<file path="src/rtl/reg_wport_arbiter_if.sv">
// reg_wport_arbiter_if: request, queue-handshake and register-file write signals of the write-port arbiter
interface reg_wport_arbiter_if #(
   parameter int DATA_W = 16,
   parameter int ADDR_W = 3
);
   logic [DATA_W-1:0]     wb_reg_wdata;
   logic                  wb_reg_wea;
   logic [ADDR_W-1:0]     wb_reg_waddr;
   logic                  mc_valid;
   logic                  mc_ready;
   logic [ADDR_W-1:0]     mc_waddr;
   logic [DATA_W-1:0]     mc_wdata;
   logic                  dbg_valid;
   logic                  dbg_ready;
   logic [ADDR_W-1:0]     dbg_waddr;
   logic [DATA_W-1:0]     dbg_wdata;
   logic                  rf_wea;
   logic [ADDR_W-1:0]     rf_waddr;
   logic [DATA_W-1:0]     rf_wdata;
   logic                  arb_stall;
   logic [2**ADDR_W-1:0]  pend_mask;
   modport master (
      output wb_reg_wdata, wb_reg_wea, wb_reg_waddr,
      output mc_valid, mc_waddr, mc_wdata,
      output dbg_valid, dbg_waddr, dbg_wdata,
      input  mc_ready, dbg_ready,
      input  rf_wea, rf_waddr, rf_wdata, arb_stall, pend_mask
   );
   modport slave (
      input  wb_reg_wdata, wb_reg_wea, wb_reg_waddr,
      input  mc_valid, mc_waddr, mc_wdata,
      input  dbg_valid, dbg_waddr, dbg_wdata,
      output mc_ready, dbg_ready,
      output rf_wea, rf_waddr, rf_wdata, arb_stall, pend_mask
   );
endinterface

</file>
<file path="src/rtl/reg_wport_arbiter.sv">
// reg_wport_arbiter: shares the register-file write port between write-back, queued multi-cycle results and debug
// Define REG_WPORT_DBG_EN to arbitrate the debug port; otherwise dbg_* is ignored and dbg_ready stays 0.
module reg_wport_arbiter #(
   parameter int DATA_W     = 16,
   parameter int ADDR_W     = 3,
   parameter int FIFO_DEPTH = 2,
   parameter int STARVE_MAX = 4
) (
   input logic              clk,
   input logic              rst_n,
   reg_wport_arbiter_if.slave bus
);
   localparam int PTR_W = $clog2(FIFO_DEPTH);
   localparam int CNT_W = $clog2(FIFO_DEPTH + 1);
   localparam int ST_W  = $clog2(STARVE_MAX + 1);
   localparam int NREG  = 2**ADDR_W;

   logic [ADDR_W-1:0] q_addr [FIFO_DEPTH];
   logic [DATA_W-1:0] q_data [FIFO_DEPTH];
   logic [PTR_W-1:0]  wr_ptr, rd_ptr;
   logic [CNT_W-1:0]  count;
   logic [ST_W-1:0]   starve_cnt;
   logic              rf_wea;
   logic [ADDR_W-1:0] rf_waddr;
   logic [DATA_W-1:0] rf_wdata;
   logic [NREG-1:0]   pend;
   logic              empty, full, stall, push;
   logic              head_grant, wb_grant, dbg_grant, g_wea;
   logic [ADDR_W-1:0] g_addr;
   logic [DATA_W-1:0] g_data;

   assign empty = count == '0;
   assign full  = count == CNT_W'(FIFO_DEPTH);
   assign stall = starve_cnt == ST_W'(STARVE_MAX);
   assign push  = bus.mc_valid & ~full;

   // A starving head pre-empts write-back; the frozen pipeline replays its write later.
   assign head_grant = ~empty & (stall | ~bus.wb_reg_wea);
   assign wb_grant   = bus.wb_reg_wea & ~(stall & ~empty);
   assign g_wea      = head_grant | wb_grant | dbg_grant;

`ifdef REG_WPORT_DBG_EN
   assign dbg_grant     = bus.dbg_valid & ~bus.wb_reg_wea & empty;
   assign bus.dbg_ready = dbg_grant & rst_n;
   // Select the granted requester's write.
   always_comb begin
      g_addr = head_grant ? q_addr[rd_ptr] : wb_grant ? bus.wb_reg_waddr : bus.dbg_waddr;
      g_data = head_grant ? q_data[rd_ptr] : wb_grant ? bus.wb_reg_wdata : bus.dbg_wdata;
   end
`else
   logic unused_dbg;
   assign unused_dbg    = ^{bus.dbg_valid, bus.dbg_waddr, bus.dbg_wdata};
   assign dbg_grant     = 1'b0;
   assign bus.dbg_ready = 1'b0;
   // Select the granted requester's write.
   always_comb begin
      g_addr = head_grant ? q_addr[rd_ptr] : bus.wb_reg_waddr;
      g_data = head_grant ? q_data[rd_ptr] : bus.wb_reg_wdata;
   end
`endif

   // Mark every register targeted by an occupied queue slot, walking from the head.
   always_comb begin
      pend = '0;
      for (int i = 0; i < FIFO_DEPTH; i++)
         if (CNT_W'(i) < count) pend[q_addr[rd_ptr + PTR_W'(i)]] = 1'b1;
   end

   // Queue storage needs no reset; occupancy is tracked by count.
   always_ff @(posedge clk) begin
      if (push) begin
         q_addr[wr_ptr] <= bus.mc_waddr;
         q_data[wr_ptr] <= bus.mc_wdata;
      end
   end

   // Queue pointers, occupancy, starvation counter and the registered write port.
   always_ff @(posedge clk or negedge rst_n) begin
      if (!rst_n) begin
         wr_ptr     <= '0;
         rd_ptr     <= '0;
         count      <= '0;
         starve_cnt <= '0;
         rf_wea     <= 1'b0;
         rf_waddr   <= '0;
         rf_wdata   <= '0;
      end else begin
         if (push) wr_ptr <= wr_ptr + PTR_W'(1);
         if (head_grant) rd_ptr <= rd_ptr + PTR_W'(1);
         count      <= count + CNT_W'(push) - CNT_W'(head_grant);
         starve_cnt <= (empty | head_grant) ? '0 : stall ? starve_cnt : starve_cnt + ST_W'(1);
         rf_wea     <= g_wea;
         if (g_wea) begin
            rf_waddr <= g_addr;
            rf_wdata <= g_data;
         end
      end
   end

   assign bus.mc_ready  = ~full;
   assign bus.arb_stall = stall;
   assign bus.pend_mask = pend;
   assign bus.rf_wea    = rf_wea;
   assign bus.rf_waddr  = rf_waddr;
   assign bus.rf_wdata  = rf_wdata;
endmodule

</file>
<file path="src/flat_wrapper.sv">
// flat-port wrapper written by rule: the top's interface ports become plain ports
module reg_wport_arbiter_flat 
#(
   parameter int DATA_W     = 16,
   parameter int ADDR_W     = 3,
   parameter int FIFO_DEPTH = 2,
   parameter int STARVE_MAX = 4
)
  (clk, rst_n, bus_wb_reg_wdata, bus_wb_reg_wea, bus_wb_reg_waddr, bus_mc_valid, bus_mc_waddr, bus_mc_wdata, bus_dbg_valid, bus_dbg_waddr, bus_dbg_wdata, bus_mc_ready, bus_dbg_ready, bus_rf_wea, bus_rf_waddr, bus_rf_wdata, bus_arb_stall, bus_pend_mask);
  reg_wport_arbiter_if #(.DATA_W(DATA_W), .ADDR_W(ADDR_W)) bus_i ();
  input logic clk;
  input logic rst_n;
  input wire logic [$bits(bus_i.wb_reg_wdata)-1:0] bus_wb_reg_wdata;
  input wire logic [$bits(bus_i.wb_reg_wea)-1:0] bus_wb_reg_wea;
  input wire logic [$bits(bus_i.wb_reg_waddr)-1:0] bus_wb_reg_waddr;
  input wire logic [$bits(bus_i.mc_valid)-1:0] bus_mc_valid;
  input wire logic [$bits(bus_i.mc_waddr)-1:0] bus_mc_waddr;
  input wire logic [$bits(bus_i.mc_wdata)-1:0] bus_mc_wdata;
  input wire logic [$bits(bus_i.dbg_valid)-1:0] bus_dbg_valid;
  input wire logic [$bits(bus_i.dbg_waddr)-1:0] bus_dbg_waddr;
  input wire logic [$bits(bus_i.dbg_wdata)-1:0] bus_dbg_wdata;
  output wire logic [$bits(bus_i.mc_ready)-1:0] bus_mc_ready;
  output wire logic [$bits(bus_i.dbg_ready)-1:0] bus_dbg_ready;
  output wire logic [$bits(bus_i.rf_wea)-1:0] bus_rf_wea;
  output wire logic [$bits(bus_i.rf_waddr)-1:0] bus_rf_waddr;
  output wire logic [$bits(bus_i.rf_wdata)-1:0] bus_rf_wdata;
  output wire logic [$bits(bus_i.arb_stall)-1:0] bus_arb_stall;
  output wire logic [$bits(bus_i.pend_mask)-1:0] bus_pend_mask;
  assign bus_i.wb_reg_wdata = bus_wb_reg_wdata;
  assign bus_i.wb_reg_wea = bus_wb_reg_wea;
  assign bus_i.wb_reg_waddr = bus_wb_reg_waddr;
  assign bus_i.mc_valid = bus_mc_valid;
  assign bus_i.mc_waddr = bus_mc_waddr;
  assign bus_i.mc_wdata = bus_mc_wdata;
  assign bus_i.dbg_valid = bus_dbg_valid;
  assign bus_i.dbg_waddr = bus_dbg_waddr;
  assign bus_i.dbg_wdata = bus_dbg_wdata;
  assign bus_mc_ready = bus_i.mc_ready;
  assign bus_dbg_ready = bus_i.dbg_ready;
  assign bus_rf_wea = bus_i.rf_wea;
  assign bus_rf_waddr = bus_i.rf_waddr;
  assign bus_rf_wdata = bus_i.rf_wdata;
  assign bus_arb_stall = bus_i.arb_stall;
  assign bus_pend_mask = bus_i.pend_mask;
  reg_wport_arbiter #(.DATA_W(DATA_W), .ADDR_W(ADDR_W), .FIFO_DEPTH(FIFO_DEPTH), .STARVE_MAX(STARVE_MAX)) u_core (.clk(clk), .rst_n(rst_n), .bus(bus_i));
endmodule
</file>
<file path="config.mk">
export PLATFORM = sky130hd
export DESIGN_NAME = reg_wport_arbiter_flat
export DESIGN_NICKNAME = d
export VERILOG_FILES = /design/src/rtl/reg_wport_arbiter_if.sv /design/src/rtl/reg_wport_arbiter.sv /design/src/flat_wrapper.sv
export SDC_FILE = /design/constraint.sdc
export NUM_CORES = 1
export LEC_CHECK = 0
export BUFFER_PORTS_ARGS = -buffer_cell sky130_fd_sc_hd__buf_2
export CAP_MARGIN = 0
export CORE_MARGIN = 4
export CORE_UTILIZATION = 37
export DETAILED_ROUTE_END_ITERATION = 6
export PLACE_DENSITY = 0.68
export REMOVE_ABC_BUFFERS = 1
export SETUP_SLACK_MARGIN = 0.02
export SYNTH_ARGS = -nofsm -noshare
export SYNTH_HDL_FRONTEND = slang
export SYNTH_SLANG_ARGS = --single-unit
</file>
<file path="constraint.sdc">
create_clock -name clk -period 2.25 [get_ports clk]
set_input_delay 0 -clock clk [delete_from_list [all_inputs] [get_ports clk]]
set_output_delay 0 -clock clk [all_outputs]
set_load 0.05 [all_outputs]
</file>
==> results of run 1 <==
## through the flow
stage / power, mW / utilization
final: 5.12 / 0.535
after global routing: 5.40 / 0.535
after CTS: 5.16 / 0.534
after detailed placement: 3.91 / 0.446
after global placement: 3.85 / 0.446
after floorplan: 3.35 / -
## per-layer routing
| layer | track usage | routed length (um) | up-vias |
|---|---|---|---|
| li1 | - | - | 1010 |
| met1 | 0.177 | 2730 | 979 |
| met2 | 0.252 | 3320 | 51 |
| met3 | 0.0352 | 311 | 6 |
| met4 | 0.0640 | 70 | 0 |
| met5 | 0 | 0 | - |
## critical path, stage by stage, from the launching register on
cell     delay [ps]
dfrtp_1         550
buf_4           220
mux2i_1         320
nand2_1         140
o22ai_1         180
buf_2           290
## cell type report
type / count / area share
Multi-Input combinational cell: 111 / 0.220
Clock buffer: 9 / 0.0313
Inverter: 28 / 0.0265
Clock inverter: 7 / 0.0300
Timing Repair Buffer: 117 / 0.203
Tap cell: 99 / 0.0313
Sequential cell: 65 / 0.458
## power breakdown
group          leakage (nW)  switching, mW  internal (mW)
Combinational         0.950           1.45          0.658
Clock                 0.117          0.450          0.735
Sequential            0.666          0.195           1.63
## kinds of logic after synthesis
logic type | count (synthesis)
and+or+nand+nor | 46
xor gates and xnor gates | 3
other | 1
DFF | 65
muxes | 22
buffers and inverters | 37
AOI/OAI and AO/OA | 36
adders and majority gates | 3
## worst paths after layout
kind | startpoint | endpoint | slack (ps) | depth (start not counted)
max reg2reg | u_core.count[1]$_DFF_PN0_ | u_core.q_data[1][15]$_DFFE_PP_ | 400 | 2
min | rst_n | u_core.bus.rf_wdata[14]$_DFFE_PN0P_ | 240 | 2
max | u_core.rd_ptr$_DFFE_PN0P_ | bus_pend_mask[0] | 220 | 5
min reg2reg | u_core.starve_cnt[0]$_DFFE_PN0P_ | u_core.starve_cnt[0]$_DFFE_PN0P_ | 470 | 1
min in group clk | bus_mc_wdata[12] | u_core.q_data[0][12]$_DFFE_PP_ | 390 | 2
max in group asynchronous | rst_n | u_core.bus.rf_wdata[8]$_DFFE_PN0P_ | 1570 | 2
## flip-flops by register name, summed over array words and instances (netlist names)
| name | count |
|---|---|
| u_core.starve_cnt | 3 |
| u_core.rd_ptr | 1 |
| u_core.bus.rf_wea | 1 |
| u_core.bus.rf_waddr | 3 |
| u_core.q_data | 32 |
| u_core.bus.rf_wdata | 16 |
| u_core.wr_ptr | 1 |
| u_core.count | 2 |
| u_core.q_addr | 6 |
## repair_timing
action / CTS / global route
hold buffers: 41 / 0
gates resized for setup: 0 / 1
endpoints found under the hold margin: 86 / 0
setup endpoints to repair: 0 / 11
## cell usage after synthesis (all sizes together)
library cell,count
edfxtp,38
inv,28
dfrtp,27
nor2,24
a221oi,19
mux2i,19
nand2,10
buf,9
o22ai,8
ha,3
mux2,3
a21oi,2
a31oi,2
nor3,2
o21ai,2
or2,2
or2b,2
xnor2,2
a21boi,1
a32oi,1
and3,1
and3b,1
and4,1
conb,1
nor3b,1
nor4,1
o32a,1
or3,1
xor2,1
==> metrics.csv, run 1 <==
stage,metric,value,unit
timing,setup_tns,0,ps
final_layout,ff_latch_area,0.00182,mm2
timing,setup_slack,223,ps
clocking,cts_tree,built,
setup_path,start_kind,register,
clocking,cts.sinks,65,
clocking,cts_made_buffers,9,
power,ir_worst_vdd,0.601,mV
synthesis,netlist_area,0.00287,mm2
timing,max_slew_margin,0.348,
power,leakagePower,1.73,nW
synthesis,synthTopCellsByArea,"edfxtp_1, dfrtp_1, mux2i_1, a221oi_2, inv_1",
global_route,track_usage,0.148,
final_layout,diodes,0,
setup_path,crit_arrival,2030,ps
setup_path,worst_setup_path_end_kind,output port,
synthesis,ys_ff_latch,65,
floorplanning,die_w,96.0,um
global_route,grt_pass1_wl,10100,um
synthesis,synth.area.mux_share,0.0781,
timing,min_period_over_period,0.901,
final_layout,multi_input_area,872,um2
floorplanning,pin_count,93,
place,placed_cells,379,
timing,setup_viol,0,
place,dp_worst_setup_slack,66.7,ps
synthesis,synth_cell_types,36,
power,power_density,1290,mW/mm2
place,placed_cell_area,0.00331,mm2
floorplanning,core_area,0.00741,mm2
timing,tightest_slew,978,ps
synthesis,yosys.area.top_type,edfxtp_1,
detailed_routing,first_pass_iters,4,
final_layout,drive_gt1_frac,0.332,
synthesis,synth_top_family_by_area,compound AO/OA/AOI/OAI gates,
global_route,grt_max_degree,28,
place,routabilityCongestion,0.748,
setup_path,required,2250,ps
final_layout,area_growth,38.2,%
setup_path,cp_max_fo,12,
final_layout,fill_cells,663,
status,status,finished clean,
floorplanning,die_h,96.0,um
final_layout,layout.nets,397,
global_route,antenna_found_initial,0,
worst_hold_path,hold_path.class,input port to async pin,
global_route,grt-ovfl-total,0,
synthesis,ys_seq_area_frac,0.634,
final_layout,layout_common_cells,"buf_2, dlygate4sd3_1, edfxtp_1",
final_layout,final_common_cell,buf_2,
clocking,htree_levels,3,
clocking,clkLatencyLatePin,340,ps
timing,whs,239,ps
synthesis,synth_xor_area_frac,0.00916,
detailed_routing,via_count,2046,
detailed_routing,vias_per_cell,4.69,
place,dp_hpwl,4090,um
synthesis,synth_compound_area_frac,0.124,
detailed_routing,drc_errors,0,
clocking,post_cts.repair.setup_buffers,0,
synthesis,yosysWarningCount,0,
synthesis,yosys.area_share.simple,0.0746,
setup_path,setup.worst_path.class,register to output port,
global_route,grt_pass1_vias,2086,
clocking,clk_path_buf_depth,2,
final_layout,instances_no_fill,436,
timing,finalClockSkew,11.5,ps
synthesis,yosys.area.top_type_share,0.398,
clocking,clk_pin_slew,80,ps
detailed_routing,route.antenna.remaining_nets,0,
timing,maxSlewViolCount,0,
timing,timing.fmax,493,MHz
timing,final.min_clock_period,2030,ps
floorplanning,die-area,0.00922,mm2
clocking,cts_root_buf,clkbuf_8,
detailed_routing,drt_iter0_markers,44,
floorplanning,num_rows,31,
final_layout,design_area,0.00396,mm2
synthesis,synth_cells,213,
timing,finalHoldViolations,0,
run,drv_cap,0,
timing,rsz0062_at_grt,no,
synthesis,syn_avg_cell_area,13.5,um2
floorplanning,start_util,0.387,
place,portBuffers,71,
detailed_routing,drt_wl_total,6430,um
synthesis,synth-adder-area-share,0.0131,
detailed_routing,wl_per_cell,14.7,um
Note: power is estimated with default switching activity, not from simulation.
==> run 2: changes to the inputs <==
CORE_UTILIZATION = 50   (was 37)
PLACE_DENSITY = 0.86   (was 0.68)
SKIP_CTS_REPAIR_TIMING = 1   (was unset)
==> metrics.csv, run 2 (same netlist as run 1, synthesis figures left out) <==
stage,metric,value,unit,change
final_layout,fill_cells,401,,was 663
place,portBuffers,71,,unchanged
timing,finalClockSkew,9.02,ps,was 11.5 ps
global_route,grt_pass1_wl,9130,um,was 10100 um
timing,min_period_over_period,0.896,,was 0.901
setup_path,cp_max_fo,12,,unchanged
worst_hold_path,holdCritStartpoint,bus_mc_valid,,
final_layout,regMostFlops,u_core.q_data,,unchanged
detailed_routing,vias_per_cell,5.24,,was 4.69
timing,tightest_slew,908,ps,was 978 ps
detailed_routing,first_pass_iters,5,,was 4
final_layout,diodes,0,,unchanged
final_layout,largest_reg_flops,32,,unchanged
timing,setup_tns,0,ps,unchanged
detailed_routing,drt_wl_total,6620,um,was 6430 um
setup_path,reg2reg_slack,440,ps,was 400 ps
final_layout,area_growth,34.4,%,was 38.2%
timing,finalHoldViolations,0,,unchanged
setup_path,worstReg2RegStart,u_core.count[1]$_DFF_PN0_,,unchanged
floorplanning,num_rows,27,,was 31
setup_path,required,2250,ps,about the same
timing,final.min_clock_period,2020,ps,was 2030 ps
worst_hold_path,holdPathEnd,u_core.wr_ptr$_DFFE_PN0P_,,
clocking,htree_levels,3,,unchanged
floorplanning,die_h,83.7,um,was 96.0 um
detailed_routing,wl_per_cell,16.2,um,was 14.7 um
status,status,finished clean,,unchanged
timing,max_slew_margin,0.395,,was 0.348
final_layout,drive_gt1_frac,0.330,,was 0.332
floorplanning,start_util,0.518,,was 0.387
run,drv_cap,0,,unchanged
setup_path,worst_setup_path_end_kind,output port,,unchanged
final_layout,layout.nets,396,,was 397
worst_hold_path,hold_path.class,input port to register,,was input port to async pin
global_route,track_usage,0.167,,was 0.148
final_layout,reg_top3,"u_core.q_data (32), u_core.bus.rf_wdata (16), u_core.q_addr (6)",,unchanged
floorplanning,core_area,0.00554,mm2,was 0.00741 mm2
setup_path,setup.worst_path.start,u_core.rd_ptr$_DFFE_PN0P_,,unchanged
detailed_routing,via_count,2139,,was 2046
detailed_routing,drc_errors,0,,unchanged
global_route,grt_pass1_vias,1920,,was 2086
timing,rsz0062_at_grt,no,,unchanged
worst_hold_path,whs_path_depth,3,,
floorplanning,pin_count,93,,unchanged
detailed_routing,route.antenna.remaining_nets,0,,unchanged
clocking,cts_root_buf,clkbuf_8,,unchanged
clocking,clkLatencyLatePin,340,ps,about the same
place,routabilityCongestion,0.813,,was 0.748
detailed_routing,drt_iter0_markers,107,,was 44
global_route,grt-ovfl-total,0,,unchanged
clocking,cts_tree,built,,unchanged
final_layout,final_common_cell,buf_2,,unchanged
setup_path,crit_arrival,2020,ps,was 2030 ps
clocking,clk_pin_slew,70,ps,was 80 ps
place,dp_hpwl,4080,um,was 4090 um
setup_path,setup.worst_path.class,register to output port,,unchanged
clocking,cts_made_buffers,9,,unchanged
timing,maxSlewViolCount,0,,unchanged
power,ir_worst_vdd,0.841,mV,was 0.601 mV
setup_path,start_kind,register,,unchanged
floorplanning,die-area,0.00701,mm2,was 0.00922 mm2
setup_path,worstReg2RegEnd,u_core.q_data[1][3]$_DFFE_PP_,,was u_core.q_data[1][15]$_DFFE_PP_
clocking,clk_path_buf_depth,2,,unchanged
power,power_density,1250,mW/mm2,was 1290 mW/mm2
global_route,antenna_found_initial,0,,unchanged
setup_path,reg2reg_depth,2,,unchanged
final_layout,layout_common_cells,"buf_2, dlygate4sd3_1, edfxtp_1",,unchanged
clocking,cts.sinks,65,,unchanged
timing,setup_viol,0,,unchanged
final_layout,fin_util,0.696,,was 0.535
power,finalPower,4.83,mW,was 5.12 mW
global_route,grt_max_degree,28,,unchanged
timing,timing.fmax,496,MHz,was 493 MHz
floorplanning,die_w,83.7,um,was 96.0 um
power,leakagePower,1.70,nW,was 1.73 nW
[run 2: stage by stage]
stage | worst slack, ps | hold slack [ps] | area (um2) | std cells
2_1_floorplan | -309 | -296 | 2780 | 204
3_3_place_gp | 172 | 62.3 | 3270 | 352
3_5_place_dp | 88.9 | 71.1 | 3270 | 352
4_1_cts | 88.6 | -293 | 3450 | 368
5_1_grt | 147 | 36.1 | 3850 | 408
6_report | 233 | 14.3 | 3850 | 408
[run 2: worst max-delay path, stage by stage, from the launching register on]
cell	delay [ps]
dfrtp_2	510
mux2_2	380
or2_2	320
o22ai_1	180
buf_2	300
[run 2: routing by layer]
layer / GRT usage / vias to the layer above / routed length [um]
met2: 0.280 / 84 / 3480
met3: 0.0592 / 14 / 393
li1: - / 1013 / -
met1: 0.200 / 1028 / 2630
met5: 0 / - / 0
met4: 0.0570 / 0 / 114
[run 2: how the worst max path moves through the flow]
stage,end,slack (ps),cells after the start
3_5_place_dp,u_core.bus.rf_wdata[5]$_DFFE_PN0P_,90,5
6_report,bus_pend_mask[4],230,4
3_3_place_gp,u_core.bus.rf_wdata[3]$_DFFE_PN0P_,170,5
5_1_grt,bus_pend_mask[4],150,4
4_1_cts,u_core.bus.rf_wdata[5]$_DFFE_PN0P_,90,5
2_1_floorplan,bus_pend_mask[4],-310,3
[run 2: power by group]
part / internal, mW / total [mW] / switching [mW]
logic: 0.646 / 2.10 / 1.46
registers: 1.63 / 1.84 / 0.202
clock network: 0.456 / 0.890 / 0.434
[run 2: area by class of cell]
cell class	instances	area, um2	share of cell area
Sequential cell	65	1820	0.472
Multi-Input combinational cell	111	872	0.226
Timing Repair Buffer	116	793	0.206
Clock buffer	13	159	0.0412
Inverter	28	105	0.0273
Tap cell	72	90.1	0.0234
Clock inverter	3	16.3	0.00422
